==> config.mk <==
export PLATFORM = sky130hd
export DESIGN_NAME = io_unit
export DESIGN_NICKNAME = d
export VERILOG_FILES = /design/src/rtl/mycpu_pkg.sv /design/src/rtl/io_sync2.sv /design/src/rtl/io_unit.sv
export SDC_FILE = /design/constraint.sdc
export NUM_CORES = 1
export LEC_CHECK = 0
export CORE_MARGIN = 2
export CORE_UTILIZATION = 57
export CTS_BUF_LIST = sky130_fd_sc_hd__clkbuf_8
export CTS_CLUSTER_SIZE = 30
export DETAILED_ROUTE_END_ITERATION = 10
export GPL_TIMING_DRIVEN = 0
export PLACE_DENSITY = 0.95
export SLEW_MARGIN = 30
export SYNTH_ARGS = -nofsm -noshare
export SYNTH_HDL_FRONTEND = slang
export SYNTH_SLANG_ARGS = --single-unit
==> constraint.sdc <==
create_clock -name clk -period 4.6 [get_ports clk]
set_input_delay 1.15 -clock clk [delete_from_list [all_inputs] [get_ports clk]]
set_output_delay 1.15 -clock clk [all_outputs]
set_load 0.01 [all_outputs]
==> src/rtl/mycpu_pkg.sv <==
// Shared types and constants for the memory-mapped IO block.
package mycpu_pkg;

    // Register index taken from addr_in[1:0]
    typedef enum logic [1:0] {
        IO_OUT  = 2'd0,
        IO_IN   = 2'd1,
        IO_STAT = 2'd2,
        IO_TMR  = 2'd3
    } io_reg_t;

    // Interval timer mode
    typedef enum logic {
        IDLE = 1'b0,
        RUN  = 1'b1
    } io_tmr_state_t;

    // STATUS bit positions
    localparam int STAT_CHG  = 0;
    localparam int STAT_TEXP = 1;
    localparam int STAT_W    = 2;

    localparam int IO_DW = 16;

endpackage : mycpu_pkg

==> src/rtl/io_sync2.sv <==
// Two-flop synchronizer for asynchronous input pins.
module io_sync2 #(
    parameter int WIDTH = 16
) (
    input  logic             clk,
    input  logic             rst_n,
    input  logic [WIDTH-1:0] d_in,
    output logic [WIDTH-1:0] q_out
);

    logic [WIDTH-1:0] meta_q;
    logic [WIDTH-1:0] sync_q;

    // Two-stage capture; first stage may go metastable, second settles it
    always_ff @(posedge clk or negedge rst_n) begin
        // NOTE: non-blocking assignments so both stages sample pre-edge values and form a true two-flop chain.
        if (!rst_n) begin
            meta_q <= '0;
            sync_q <= '0;
        end else begin
            meta_q <= d_in;
            sync_q <= meta_q;
        end
    end

    assign q_out = sync_q;

endmodule : io_sync2

==> src/rtl/io_unit.sv <==
// Memory-mapped IO block: output port, synchronized input port,
// sticky status with write-one-to-clear, and a reloading interval timer.
module io_unit
    import mycpu_pkg::*;
(
    input  logic             clk,
    input  logic             rst_n,
    input  logic             iom_in,
    input  logic             wen_in,
    input  logic [IO_DW-1:0] addr_in,
    input  logic [IO_DW-1:0] data_in,
    output logic [IO_DW-1:0] data_out,
    input  logic [IO_DW-1:0] port_in,
    output logic [IO_DW-1:0] port_out,
    output logic             irq_out
);

    // Upper address bits alias onto the four registers
    logic unused_addr;
    assign unused_addr = ^addr_in[IO_DW-1:2];

    io_reg_t       reg_sel;
    logic          wr_en;
    logic [IO_DW-1:0] port_sync;

    logic [IO_DW-1:0] port_out_q, port_out_d;
    logic [IO_DW-1:0] prev_q,     prev_d;
    logic [STAT_W-1:0] stat_q,    stat_d;
    logic [IO_DW-1:0] reload_q,   reload_d;
    logic [IO_DW-1:0] count_q,    count_d;
    io_tmr_state_t    state_q,    state_d;
    logic             irq_q,      irq_d;

    logic             chg_set;
    logic             texp_set;
    logic [STAT_W-1:0] stat_set;
    logic [STAT_W-1:0] stat_clr;

    assign reg_sel = io_reg_t'(addr_in[1:0]);
    assign wr_en   = iom_in & ~wen_in;

    io_sync2 #(.WIDTH(IO_DW)) u_sync (
        .clk   (clk),
        .rst_n (rst_n),
        .d_in  (port_in),
        .q_out (port_sync)
    );

    // Output port register and input change detector
    always_comb begin
        // NOTE: every comb output gets a default first so no path leaves it unassigned (no latch).
        port_out_d = port_out_q;
        if (wr_en && reg_sel == IO_OUT) begin
            port_out_d = data_in;
        end
        prev_d  = port_sync;
        chg_set = (port_sync != prev_q);
    end

    // Timer next-state: a write always wins over expiry in the same cycle
    always_comb begin
        state_d  = state_q;
        reload_d = reload_q;
        count_d  = count_q;
        texp_set = 1'b0;
        if (wr_en && reg_sel == IO_TMR) begin
            reload_d = data_in;
            count_d  = data_in;
            state_d  = (data_in != '0) ? RUN : IDLE;
        end else begin
            case (state_q)
                RUN: begin
                    if (count_q == 16'd1) begin
                        count_d  = reload_q;
                        texp_set = 1'b1;
                    end else begin
                        count_d  = count_q - 16'd1;
                    end
                end
                default: begin
                    count_d = count_q;
                end
            endcase
        end
    end

    // Sticky status with write-one-to-clear; a same-cycle set beats the clear
    always_comb begin
        stat_set            = '0;
        stat_set[STAT_CHG]  = chg_set;
        stat_set[STAT_TEXP] = texp_set;
        stat_clr            = '0;
        if (wr_en && reg_sel == IO_STAT) begin
            stat_clr = data_in[STAT_W-1:0];
        end
        stat_d = stat_set | (stat_q & ~stat_clr);
        irq_d  = stat_q[STAT_CHG] | stat_q[STAT_TEXP];
    end

    // State registers; reset abandons any running count
    always_ff @(posedge clk or negedge rst_n) begin
        if (!rst_n) begin
            port_out_q <= '0;
            prev_q     <= '0;
            stat_q     <= '0;
            reload_q   <= '0;
            count_q    <= '0;
            state_q    <= IDLE;
            irq_q      <= 1'b0;
        end else begin
            port_out_q <= port_out_d;
            prev_q     <= prev_d;
            stat_q     <= stat_d;
            reload_q   <= reload_d;
            count_q    <= count_d;
            state_q    <= state_d;
            irq_q      <= irq_d;
        end
    end

    // Combinational read mux; zero when the access is not for IO space
    always_comb begin
        data_out = '0;
        if (iom_in) begin
            case (reg_sel)
                IO_OUT:  data_out = port_out_q;
                IO_IN:   data_out = port_sync;
                IO_STAT: data_out = {{(IO_DW-STAT_W){1'b0}}, stat_q};
                IO_TMR:  data_out = count_q;
                default: data_out = '0;
            endcase
        end
    end

    assign port_out = port_out_q;
    assign irq_out  = irq_q;

endmodule : io_unit
==> impl_metrics.toml <==
[outcome]
status = "finished, final reports clean"

[pwr]
peakVddDrop_uv = 286
p_comb_frac = 0.267
p_per_area_mw_per_mm2 = 460
p_clk_frac = 0.243
seqPwrFrac = 0.491
p_switching_uw = 879
power.total_uw = 2490
p_leak_uw = 0.00233
p_int_uw = 1620
switching_share = 0.352

[timing]
setup_viol = 0
finalMaxSlewViolations = 0
max_slew_margin = 0.535
fin_crit_sh = 0.973
fmaxAchievable_mhz = 223
tns_ps = 0
hold_slack_ps = 357
hold_violations = 0
period_needed_ps = 4470
tightest_slew_ps = 691
rsz0062_at_grt = "no"
skew_ps = 11.1

[worst_setup_path]
cpMaxStageDelayCell = "clkdlybuf4s50_1"
r2r_slack_ps = 2480
critPathTopFamily = "buffers and inverters"
cp_data_arrival_time_ps = 3320
endpoint = "data_out[11]"
rr_worst_depth = 8
reg2reg_from = "count_q[1]"
critPathCaptureType = "primary output"
required_ps = 3450
crit_start = "addr_in[0]"
cpPeakStageDelay_ps = 550
critical_path.most_common_cell = "clkdlybuf4s50_1"
path_max_fanout = 10
timing.rr.end = "count_q[7]"
path_class = "in2out"
cp-start-kind = "primary input"
cp_cell_sequence = "clkdlybuf4s50_1, buf_4, and2_2, clkbuf_4, nand2_1, o21ai_0, and2_1, clkdlybuf4s50_1"
crit_buf_inv = 4
cp.depth = 8

[die]
num_rows = 31
coreArea_mm2 = 0.00733
start_util = 0.592
die_y_um = 91.3
die_x_um = 91.3
io_pins = 85
die_area_mm2 = 0.00833

[synth]
synth_area_mm2 = 0.00434
synth_ff_type = "dfrtp_1"
syn_nets = 437
ys_seq_area_frac = 0.577
synth_area_per_cell_um2 = 11.3
ys_ff_latch = 100
synth_edf_count = 0
synthCells = 383
synth.distinct_cells = 46
yosys_warnings = 0
async_reset_ff_frac = 1.00

[min_path]
hold_path.class = "reg2reg"

[run]
cap_violations = 0

[cells_and_area]
regArea_mm2 = 0.00250
multi_input_area_mm2 = 0.00174
layout_common_cells = "dfrtp_1 (100), clkdlybuf4s50_1 (69), nand2_1 (66), o21ai_0 (31), and2_1 (17)"
synthToLayoutAreaGrowth_pct = 24.9
final_nets = 519
num-fill-cells = 386
post_route_cells_drive_above_1_share = 0.126
diodes = 0
final_common_cell = "dfrtp_1"

[detailed_routing]
drt_drc_violations_left = 0
post_drt_wl_per_cell_um = 21.7
ant_nets = 0
drtIter0Drc = 560
wl_mm = 12.3
vias = 3616
avgViaCountPerCell = 6.36
dr.pass1.iters = 5

[placement]
dp_hpwl_mm = 7.93
gp_congestion = 0.938
io_buffers = 70

[grt]
grt_pass1_wl_mm = 19.9
grt_overflow = 0
grt_use_met2 = 0.515
grt_start_max_net_pins = 52
grt_use_met1 = 0.388
antenna_found_initial = 0
grt_use_total = 0.314
grtUsageMet3 = 0.0722
grt_pass1_vias = 3778
grt.busiest_layer = "met2"

[clocking]
cts-htree-levels = 3
cts-root-buf = "clkbuf_8"
cts_max_path_buffers = 2
cts_tree = "yes"
clkSlewWorstSetupHoldPaths_ps = 100
cts.hold.buffers_added = 0
clock_sinks = 100
cts_buffers = 9
clock_latency_ps = 380
post-cts-setup-buffers = 0
[metrics by stage]
stage | setup slack (ps) | cell area (um2) | util | instances
4_1_cts | 68.6 | 5420 | 0.739 | 569
6_report | 125 | 5420 | 0.740 | 569
2_1_floorplan | 1230 | 4340 | - | 383
3_5_place_dp | -77.0 | 5190 | 0.708 | 553
5_1_grt | 3.07 | 5420 | 0.740 | 569
3_3_place_gp | -1060 | 5160 | 0.705 | 552
[cells by family after synthesis]
logic type      count (synthesis)  share of synthesized area
flops                         100                      0.577
fa+ha+maj                       2                    0.00576
simple gates                  134                      0.163
mux                            33                     0.0865
compound gates                 66                     0.0920
xor+xnor                       27                     0.0545
buf+inv                        21                     0.0222
[metal layers]
metal,vias up,part of all wire
met1,1750,0.36
met2,298,0.49
met3,75,0.10
met4,0,0.052
li1,1493,-
met5,-,0
[Yosys cell counts (2+ instances only)]
| master | number | area (um2) |
|---|---|---|
| o21ai_1 | 2 | 10.0 |
| nor2_2 | 2 | 12.5 |
| nand2b_1 | 2 | 12.5 |
| a22oi_1 | 2 | 15.0 |
| xor2_1 | 12 | 105 |
| ha_1 | 2 | 25.0 |
| nand3_1 | 7 | 35.0 |
| mux4_2 | 2 | 45.0 |
| nand2_1 | 66 | 248 |
| o21ai_0 | 31 | 155 |
| nor2b_1 | 2 | 12.5 |
| dfrtp_1 | 100 | 2500 |
| mux2_2 | 16 | 180 |
| inv_1 | 3 | 11.3 |
| clkbuf_1 | 6 | 22.5 |
| xnor2_1 | 15 | 131 |
| nor4_2 | 2 | 25.0 |
| a22o_1 | 10 | 87.6 |
| a21oi_1 | 14 | 70.1 |
| or3_1 | 3 | 18.8 |
| and2_1 | 17 | 106 |
| nor4_1 | 7 | 43.8 |
| buf_2 | 10 | 50.1 |
| nor2_1 | 8 | 30.0 |
| nor3_1 | 4 | 20.0 |
| mux2i_1 | 15 | 150 |
| nand4_1 | 4 | 25.0 |
[final cells by class]
type / instances / share of cell area
Buffer: 18 / 0.0178
Inverter: 3 / 0.00208
Clock inverter: 7 / 0.0171
Timing Repair Buffer: 71 / 0.135
Sequential cell: 100 / 0.461
Multi-Input combinational cell: 262 / 0.321
Clock buffer: 9 / 0.0228
Tap cell: 99 / 0.0228
[worst min path at each step]
stage                       from          endpoint  depth (start not counted)
3_3_place_gp    u_sync.meta_q[9]   u_sync.q_out[9]                          0
4_1_cts        u_sync.meta_q[14]  u_sync.q_out[14]                          0
2_1_floorplan   u_sync.meta_q[0]   u_sync.q_out[0]                          0
3_5_place_dp   u_sync.meta_q[14]  u_sync.q_out[14]                          0
6_report       u_sync.meta_q[14]  u_sync.q_out[14]                          0
5_1_grt        u_sync.meta_q[14]  u_sync.q_out[14]                          0
[worst register-to-register path: cells and delay by family (launching register included)]
family                     cells  cell delay (ps)
AOI/OAI and AO/OA              2              190
buffers and inverters          2              340
DFF                            1              450
adders and majority gates      1              160
and+or+nand+nor                3              900
[registers in the layout (all words and copies together) (netlist names)]
register       cells
u_sync.q_out      16
port_out          16
irq_out            1
stat_q             2
reload_q          16
prev_q            16
state_q            1
u_sync.meta_q     16
count_q           16
[timing repair]
item / CTS / global route
gates cloned: 0 / 0
gates resized for setup: 4 / 4
endpoints found under the setup margin: 10 / 5
[power groups by stage]
stage / sequential (uW) / combinational, uW / clock (uW)
global placement: 1210 / 598 / 0
CTS: 1210 / 653 / 607
finish: 1220 / 665 / 605
global route: 1240 / 724 / 644
floorplan: 1180 / 377 / 0
detailed placement: 1220 / 636 / 0
Note: power is estimated with default switching activity, not from simulation.
==> RTL edit (same flow settings) <==
Remove the case item `IO_STAT` of the case on `reg_sel`.
--- a/src/rtl/io_unit.sv
+++ b/src/rtl/io_unit.sv
@@ -126,5 +126,4 @@
                 IO_OUT:  data_out = port_out_q;
                 IO_IN:   data_out = port_sync;
-                IO_STAT: data_out = {{(IO_DW-STAT_W){1'b0}}, stat_q};
                 IO_TMR:  data_out = count_q;
                 default: data_out = '0;
Formal check against the unedited RTL: not equivalent (a bounded check fails within 4 cycles, from zero or initial values and one cycle with rst_n low).
==> RTL edit against the unedited design <==
- sequential share of layout area down 1.0 points
- final area up 2.3%
- power up 1.7%
- setup slack worse by 2.4 ps
- critical path depth down 1
- synthesized area up 3.7%
- worst hold slack worse by 1.5 ps
- clock power down 11%
- sequential cell count unchanged
- wire length up 0.40%
- largest power group unchanged
- highest routed layer unchanged
==> RTL edit: results <==
[clock_network]
clk_path_buf_depth = 2
h-tree-depth = 3
post_cts_resized = 0

[logic_synthesis]
avgSynthCellArea_um2 = 10.9
syn_nets = 466
synthMuxAreaShare_pct = 8.00
synthXorXnorAreaFrac_pct = 3.50
synth_compound_area_share_pct = 10.8
synth_ff_type = "dfrtp_1"
yosys.area_share.adder_pct = 0.556
netlist_top_cells_count = "dfrtp_1 (100), nand2_1 (78), and2_1 (19), o21ai_0 (19), mux2i_1 (18)"
yosysUniqueCellTypes = 60
synthTopCellsByArea = "dfrtp_1 (56%), nand2_1 (6.5%), mux2i_1 (4.0%)"
ys_seq_area_share_pct = 55.6

[pwr]
p_clk_w = 0.000540
power_density_nw_per_um2 = 457
peakVddDrop_v = 0.000329
comb_power_w = 0.000833
leakage_nw = 2.35
p_int_w = 0.00160

[global_route]
globalRouteTotalUtil_pct = 30.8
grt_pass1_wl_um = 20200
antenna_found_initial = 0
grt_pass1_vias = 3886
grt_max_degree = 63

[critical_path]
r2r_cells = 6
crit_arrival_ps = 3330

[final_layout]
n_fill_cell = 463
fin_nets = 548
diodes = 0
drive_gt1_share_pct = 11.2

[placed_design]
dp_cells = 585
hpwlAfterDp_um = 8410
dp_slack_ps = 137
dpl_cell_area_um2 = 5360
globalplace.congestion = 0.970

[drt]
postRouteWirelength_um = 12400
drtPass1Iterations = 5
wl_per_cell_um = 20.6
drt-initial-drc-count = 657
num_vias = 3845

[outcome]
status = "completed"

[sta]
maxSlewHeadroom_pct = 38.0
fin_worst_skew_ps = 13.2
-- RTL edit: final cells by class --
type                    count  area, um^2  area share [%]
clock inverters             6        57.6            1.04
plain buffers              27         129            2.32
flip-flops and latches    100        2500            45.1
repair buffers             71         729            13.2
well taps                 102         128            2.30
multi-input cells         281        1860            33.6
clock buffers               9         124            2.23
inverters                   4        15.0           0.271
-- RTL edit: final timing paths --
check	start	to	slack, ps
worst max-delay path	addr_in[0]	data_out[14]	120
worst min-delay path	u_sync.meta_q[13]	u_sync.q_out[13]	360
worst max register to register	count_q[12]	count_q[0]	1950
worst min register to register	u_sync.meta_q[13]	u_sync.q_out[13]	360
max in group asynchronous	rst_n	u_sync.q_out[9]	3340
min in group asynchronous	rst_n	count_q[5]	670
-- RTL edit: per-layer routing --
layer	part of all wire [%]	track usage [%]
met4	5.8	15.9
met2	48	49.7
met5	0	0
met3	8.7	6.67
met1	37	39.3
